## src/rtl/ps2_scan_decoder.sv

```systemverilog
// PS/2 Set-2 scan-code decoder: pops bytes from the receiver FIFO and tracks the held key and press count.
// Define PS2_DEC_ASCII_EN to build the lowercase ASCII lookup; otherwise ascii is tied to zero.
module ps2_scan_decoder (
    input  logic       clk,
    input  logic       rst_n,
    input  logic       ready,
    input  logic [7:0] data,
    input  logic       overflow,
    output logic       read_n,
    output logic [7:0] key_code,
    output logic       key_ext,
    output logic       key_down,
    output logic [7:0] ascii,
    output logic [7:0] press_cnt,
    output logic       ovf_sticky
);

    typedef enum logic [1:0] {
        IDLE,
        EXT,
        BREAK,
        EXT_BREAK
    } state_t;

    state_t state;
    logic   make_ext;
    logic   break_ext;
    logic   consume;

    assign make_ext  = (state == EXT);
    assign break_ext = (state == EXT_BREAK);
    assign consume   = read_n && ready;

    // Two-digit BCD increment, wrapping 99 -> 00.
    function automatic logic [7:0] bcd_inc(input logic [7:0] v);
        logic [3:0] units;
        logic [3:0] tens;
        units = v[3:0];
        tens  = v[7:4];
        if (units == 4'd9) begin
            units = 4'd0;
            tens  = (tens == 4'd9) ? 4'd0 : tens + 4'd1;
        end else begin
            units = units + 4'd1;
        end
        return {tens, units};
    endfunction

    always_ff @(posedge clk or negedge rst_n) begin
        if (!rst_n) begin
            state      <= IDLE;
            read_n     <= 1'b1;
            key_code   <= 8'h00;
            key_ext    <= 1'b0;
            key_down   <= 1'b0;
            press_cnt  <= 8'h00;
            ovf_sticky <= 1'b0;
        end else begin
            if (overflow) begin
                ovf_sticky <= 1'b1;
            end
            if (consume) begin
                read_n <= 1'b0;
                case (data)
                    8'hE0: state <= EXT;
                    8'hF0: state <= (make_ext || break_ext) ? EXT_BREAK : BREAK;
                    8'h00, 8'hFF: begin
                        state <= state;
                    end
                    default: begin
                        if (state == IDLE || state == EXT) begin
                            // A held key re-sent unchanged is typematic repeat, not a new press.
                            if (!(key_down && key_code == data && key_ext == make_ext)) begin
                                key_code  <= data;
                                key_ext   <= make_ext;
                                key_down  <= 1'b1;
                                press_cnt <= bcd_inc(press_cnt);
                            end
                        end else if (key_code == data && key_ext == break_ext) begin
                            key_down <= 1'b0;
                        end
                        state <= IDLE;
                    end
                endcase
            end else begin
                read_n <= 1'b1;
            end
        end
    end

`ifdef PS2_DEC_ASCII_EN
    // Lowercase letters, main-row digits, space and enter; extended keys are unmapped.
    always_comb begin
        ascii = 8'h00;
        if (key_down && !key_ext) begin
            case (key_code)
                8'h1C: ascii = 8'h61;
                8'h32: ascii = 8'h62;
                8'h21: ascii = 8'h63;
                8'h23: ascii = 8'h64;
                8'h24: ascii = 8'h65;
                8'h2B: ascii = 8'h66;
                8'h34: ascii = 8'h67;
                8'h33: ascii = 8'h68;
                8'h43: ascii = 8'h69;
                8'h3B: ascii = 8'h6A;
                8'h42: ascii = 8'h6B;
                8'h4B: ascii = 8'h6C;
                8'h3A: ascii = 8'h6D;
                8'h31: ascii = 8'h6E;
                8'h44: ascii = 8'h6F;
                8'h4D: ascii = 8'h70;
                8'h15: ascii = 8'h71;
                8'h2D: ascii = 8'h72;
                8'h1B: ascii = 8'h73;
                8'h2C: ascii = 8'h74;
                8'h3C: ascii = 8'h75;
                8'h2A: ascii = 8'h76;
                8'h1D: ascii = 8'h77;
                8'h22: ascii = 8'h78;
                8'h35: ascii = 8'h79;
                8'h1A: ascii = 8'h7A;
                8'h45: ascii = 8'h30;
                8'h16: ascii = 8'h31;
                8'h1E: ascii = 8'h32;
                8'h26: ascii = 8'h33;
                8'h25: ascii = 8'h34;
                8'h2E: ascii = 8'h35;
                8'h36: ascii = 8'h36;
                8'h3D: ascii = 8'h37;
                8'h3E: ascii = 8'h38;
                8'h46: ascii = 8'h39;
                8'h29: ascii = 8'h20;
                8'h5A: ascii = 8'h0D;
                default: ascii = 8'h00;
            endcase
        end
    end
`else
    assign ascii = 8'h00;
`endif

endmodule

```

## config.mk

```make
export PLATFORM = sky130hd
export DESIGN_NAME = ps2_scan_decoder
export DESIGN_NICKNAME = d
export VERILOG_FILES = /design/src/rtl/ps2_scan_decoder.sv
export SDC_FILE = /design/constraint.sdc
export NUM_CORES = 1
export LEC_CHECK = 0
export CORE_ASPECT_RATIO = 2
export CORE_MARGIN = 8
export CORE_UTILIZATION = 46
export DETAILED_ROUTE_END_ITERATION = 12
export GPL_ROUTABILITY_DRIVEN = 0
export PLACE_DENSITY_LB_ADDON = 0.1
export SYNTH_ARGS = -nofsm -noshare
export SYNTH_HDL_FRONTEND = slang
export SYNTH_SLANG_ARGS = --single-unit
```

## constraint.sdc

```tcl
create_clock -name clk -period 2 [get_ports clk]
set_input_delay 0.4 -clock clk [delete_from_list [all_inputs] [get_ports clk]]
set_output_delay 0.4 -clock clk [all_outputs]
set_load 0.1 [all_outputs]
```

Word-level counts from Yosys, hierarchy flattened
Index checks and enable logic that the tools add are counted.
- bitwise operators: 3
- multiplexer cells: 8
- eq/ne operators: 11
- reductions and logical operators: 15
- add/sub/neg operators: 2
- operators by type and width (cell ; count):
    $eq A8 B8 Y1 const B ; 3
    $add A4 B1 Y4 const B ; 2
    $eq A4 B4 Y1 const B ; 2
    $eq A8 B8 Y1 ; 1
    $logic_not A8 Y1 ; 1
    $mux W4 ; 2
    $reduce_and A4 Y1 ; 2
    $pmux W2 S3 ; 1
    $mux W1 ; 5
    $reduce_and A5 Y1 ; 1
    $logic_and A1 B1 Y1 ; 4
    $reduce_or A4 Y1 ; 1
    $not A1 Y1 ; 3
    $eq A1 B1 Y1 ; 2
    $eq A2 B1 Y1 const B ; 1
    $eq A2 B2 Y1 const B ; 1
    $logic_not A2 Y1 ; 1
    $logic_or A1 B1 Y1 ; 2
    $ne A2 B2 Y1 const B ; 1
    $reduce_and A2 Y1 ; 1
    $reduce_bool A2 Y1 ; 1
    $reduce_or A2 Y1 ; 1
- bits in registers: 22
- word-level logic and storage cells: 47
- input port bits: 12

Longest topological paths before layout
- word-level depth: 5
- depth in mapped cells: 6
- mapped depth without buffers: 5

Worst setup path before layout
OpenSTA, ideal clock, no wires.
- path type: register -> register
- from: register read_n
- to: register press_cnt[1]
- required time: 1.874 ns
- stages on the path, launching flop included: 6
- path slack: -0.322 ns
- arrival time: 2.196 ns
- cell sequence: dfstp_2 > nand2_1 > nor4_2 > nor2_4 > nor3b_4 > mux2_2
- word-level cells in the longest chain between the ends: 2
- RTL lines (element ; RTL line ; text):
    start, declared ; 9 ; output logic read_n,
    start signal, assigned ; 52 ; read_n <= 1'b1;
    start signal, assigned ; 63 ; read_n <= 1'b0;
    start signal, assigned ; 86 ; read_n <= 1'b1;
    $logic_and A1 B1 Y1 ; 32 ; assign consume = read_n && ready;
    $reduce_and A4 Y1 (no line) ; - ;
    end signal, assigned ; 77 ; press_cnt <= bcd_inc(press_cnt);
    end, declared ; 14 ; output logic [7:0] press_cnt,
No other way between the ends.
A chain may end at the register's enable or synchronous reset.

Final worst setup path
- from: input data[6]
- to: register press_cnt[1]
- word-level cells in the longest chain between the ends: 5
- elaborated cells on any way between the ends: 11
- RTL lines (element ; RTL line ; text):
    start, declared ; 7 ; input logic [7:0] data,
    $eq A8 B8 Y1 ; 73 ; if (!(key_down && key_code == data && key_ext == make_ext)) begin
    $logic_and A1 B1 Y1 (2 in a row) ; 73 ;
    $not A1 Y1 (no line) ; - ;
    $reduce_and A4 Y1 (no line) * ; - ;
Every way passes the cells marked *; elsewhere a longest branch is shown, timed or not.

==> flow_metrics.py <==
metrics = {
    "clocking": {
        "cts_buffers": 3,
        "clockBufferDepth": 2,
        "cts_root_buf": "clkbuf_8",
        "cts-htree-levels": 1,
        "path_clk_slew_ns": 0.08,
        "cts_hold_buf": 0,
        "cts_tree": "built",
        "clk_latency_ns": 0.26,
        "clock_sinks": 22,
    },
    "detailed_routing": {
        "post-route-drc-count": 0,
        "avgViaCountPerCell": 5.24,
        "wl_per_cell_um": 16.0,
        "drtPass1Iterations": 4,
        "drt-initial-drc-count": 18,
        "routed-via-count": 1001,
        "drtAntennaViolNets": 0,
        "routed_wl_mm": 3.06,
    },
    "sta": {
        "min_period_ns": 1.91,
        "hold_viol_final": 0,
        "max_freq_mhz": 525,
        "timing.slew.headroom_pct": 66.3,
        "post-route-period-util_pct": 95.3,
        "holdWs_ns": 0.481,
        "setup_violations": 0,
        "finalMaxSlewViolations": 0,
        "worst_slew_pin_slew_ns": 0.498,
        "rsz0062_at_grt": "false",
        "fin_skew_ns": 0.00758,
        "final.setup.tns_ns": 0,
    },
    "grt": {
        "overflow": 0,
        "grt-busiest-layer": "met2",
        "met2_usage_pct": 24.9,
        "grt_pass1_wl_mm": 5.04,
        "grt_pass1_vias": 1096,
        "use_met3_pct": 2.78,
        "antenna_found_initial": 0,
        "grt_max_degree": 23,
        "grtUsageMet1_pct": 12.8,
        "grtUsageTotal_pct": 13.4,
    },
    "setup_path": {
        "cp_top_family": "simple AND/OR/NAND/NOR gates",
        "critical_path_buf_inv_count": 1,
        "cp.depth": 6,
        "path_max_fanout": 5,
        "startpoint_type": "input port",
        "critPathSlowestCell": "a2111oi_4",
        "cp_cell_sequence": "dlygate4sd2_1 > and4_4 > a2111oi_4 > nor2_4 > nor3b_4 > mux2_2",
        "worstPathArrival_ns": 2.06,
        "reg2reg_from": "read_n$_DFF_PN1_",
        "rr_endpoint": "press_cnt[1]$_DFFE_PN0P_",
        "r2r_cells": 5,
        "startpoint": "data[6]",
        "cp-end-kind": "register",
        "cp.required_ns": 2.15,
        "critPathKind": "in2reg",
        "worst_path_largest_cell_delay_ns": 0.43,
        "cp-endpoint": "press_cnt[1]$_DFFE_PN0P_",
        "reg2reg_setup_slack_ns": 0.12,
    },
    "hold_path": {
        "hp-class": "reg2reg",
    },
    "logic_synthesis": {
        "yosysSeqAreaShare_pct": 42.6,
        "syn_area_per_cell_um2": 11.8,
        "ys.warnings.count": 0,
        "synthArstFlopShare_pct": 100,
        "syn-cell-area_um2": 1290,
        "ys_ff_latch": 22,
        "synth_edf_count": 0,
        "ys_types": 35,
        "yosys_most_used_dff": "dfrtp_1",
        "synth_cells": 110,
    },
    "power": {
        "ir_drop_uv": 641,
        "p_leak_uw": 0.000839,
        "p_per_area_nw_per_um2": 1330,
    },
    "die": {
        "pin_count": 40,
        "die_w_um": 53.5,
        "fp-row-count": 27,
        "die_h_um": 91,
        "initial_core_util_pct": 47.9,
        "core_region_area_um2": 2700,
        "dieArea_um2": 4870,
    },
    "flow_run": {
        "drv_cap": 0,
    },
    "cells_and_area": {
        "drive_above_1_share_pct": 47.5,
        "n_antenna_cell": 0,
        "final_common_cell": "buf_4",
        "final_cell_mix": "33 x buf_4, 12 x xor2_1, 11 x dfrtp_2, 10 x dfrtp_1, 9 x mux2_4",
        "fin_nets": 175,
        "finalInstanceArea_um2": 1830,
        "syn2layout_area_growth_pct": 41.1,
    },
    "placed_design": {
        "dpl_cell_area_um2": 1770,
        "dp_hpwl_mm": 2.43,
        "portBuffers": 31,
    },
    "run_status": {
        "status": "finished, final reports clean",
    },
}
-- per-layer routing --
metal / vias to the layer above / routed length, um
met1: 482 / 1040
li1: 479 / -
met2: 30 / 1780
met5: - / 0
met4: 0 / 85
met3: 10 / 148
-- report_power, final --
part / leakage [uW] / internal [uW] / switching, uW
logic: 0.000575 / 442 / 1020
registers: 0.000241 / 557 / 133
clock network: 0.0000228 / 142 / 136
total: 0.000839 / 1140 / 1290
-- logic make-up after synthesis --
kind of cell,synth area share [%]
buf+inv,6.67
compound gates,7.64
flops,42.6
other cells,0.290
xor+xnor,9.48
mux,13.8
simple gates,19.4
-- final cells by class --
class	count	area [um^2]
timing repair buffer	49	448
fill	231	877
tap	29	36.3
inverter	4	15.0
multi-input combinational	83	712
clock buffer	4	45.0
sequential	22	569
-- how the worst min path moves through the flow --
stage	startpoint	slack [ns]	cells after the start	endpoint
after global routing	rst_n	0.51	2	press_cnt[2]$_DFFE_PN0P_
after CTS	ovf_sticky$_DFFE_PN0P_	0.48	1	ovf_sticky$_DFFE_PN0P_
after global placement	ovf_sticky$_DFFE_PN0P_	0.45	1	ovf_sticky$_DFFE_PN0P_
after floorplan	rst_n	0.10	0	key_code[0]$_DFFE_PN0P_
final	ovf_sticky$_DFFE_PN0P_	0.48	1	ovf_sticky$_DFFE_PN0P_
after detailed placement	ovf_sticky$_DFFE_PN0P_	0.46	1	ovf_sticky$_DFFE_PN0P_
-- repair_timing --
item                       4_1_cts  5_1_grt
setup buffers                    1        0
resized for setup               10        0
setup endpoints to repair       14        0
-- synth_stat cells, drive strengths merged, types with 2 or more instances --
master | number | area share (%)
inv | 4 | 1.2
o21ai | 5 | 1.9
mux2 | 12 | 13
nor4 | 4 | 4.1
nor3 | 4 | 1.5
buf | 9 | 5.5
and4 | 3 | 2.2
nor3b | 2 | 2.4
nor2 | 9 | 4.4
nand3 | 4 | 1.5
nand2 | 5 | 1.5
xor2 | 12 | 8.1
a21oi | 4 | 1.5
dfrtp | 21 | 41
xnor2 | 2 | 1.4
-- state kept, by name, summed over array words and instances (netlist names) --
register,count
state,2
key_code,8
press_cnt,8
read_n,1
key_down,1
ovf_sticky,1
key_ext,1
-- per-stage QoR --
stage                     std cells  util [%]  worst slack, ns  power [uW]
after CTS                       191      67.5           0.0942        2460
after floorplan                 117         -           0.0142        1750
after detailed placement        185      65.5           -0.415        2170
final                           191      67.5           0.0942        2430
after global routing            191      67.5           0.0125        2550
after global placement          185      65.5           -0.390        2140
(Power assumes the default switching activity.)
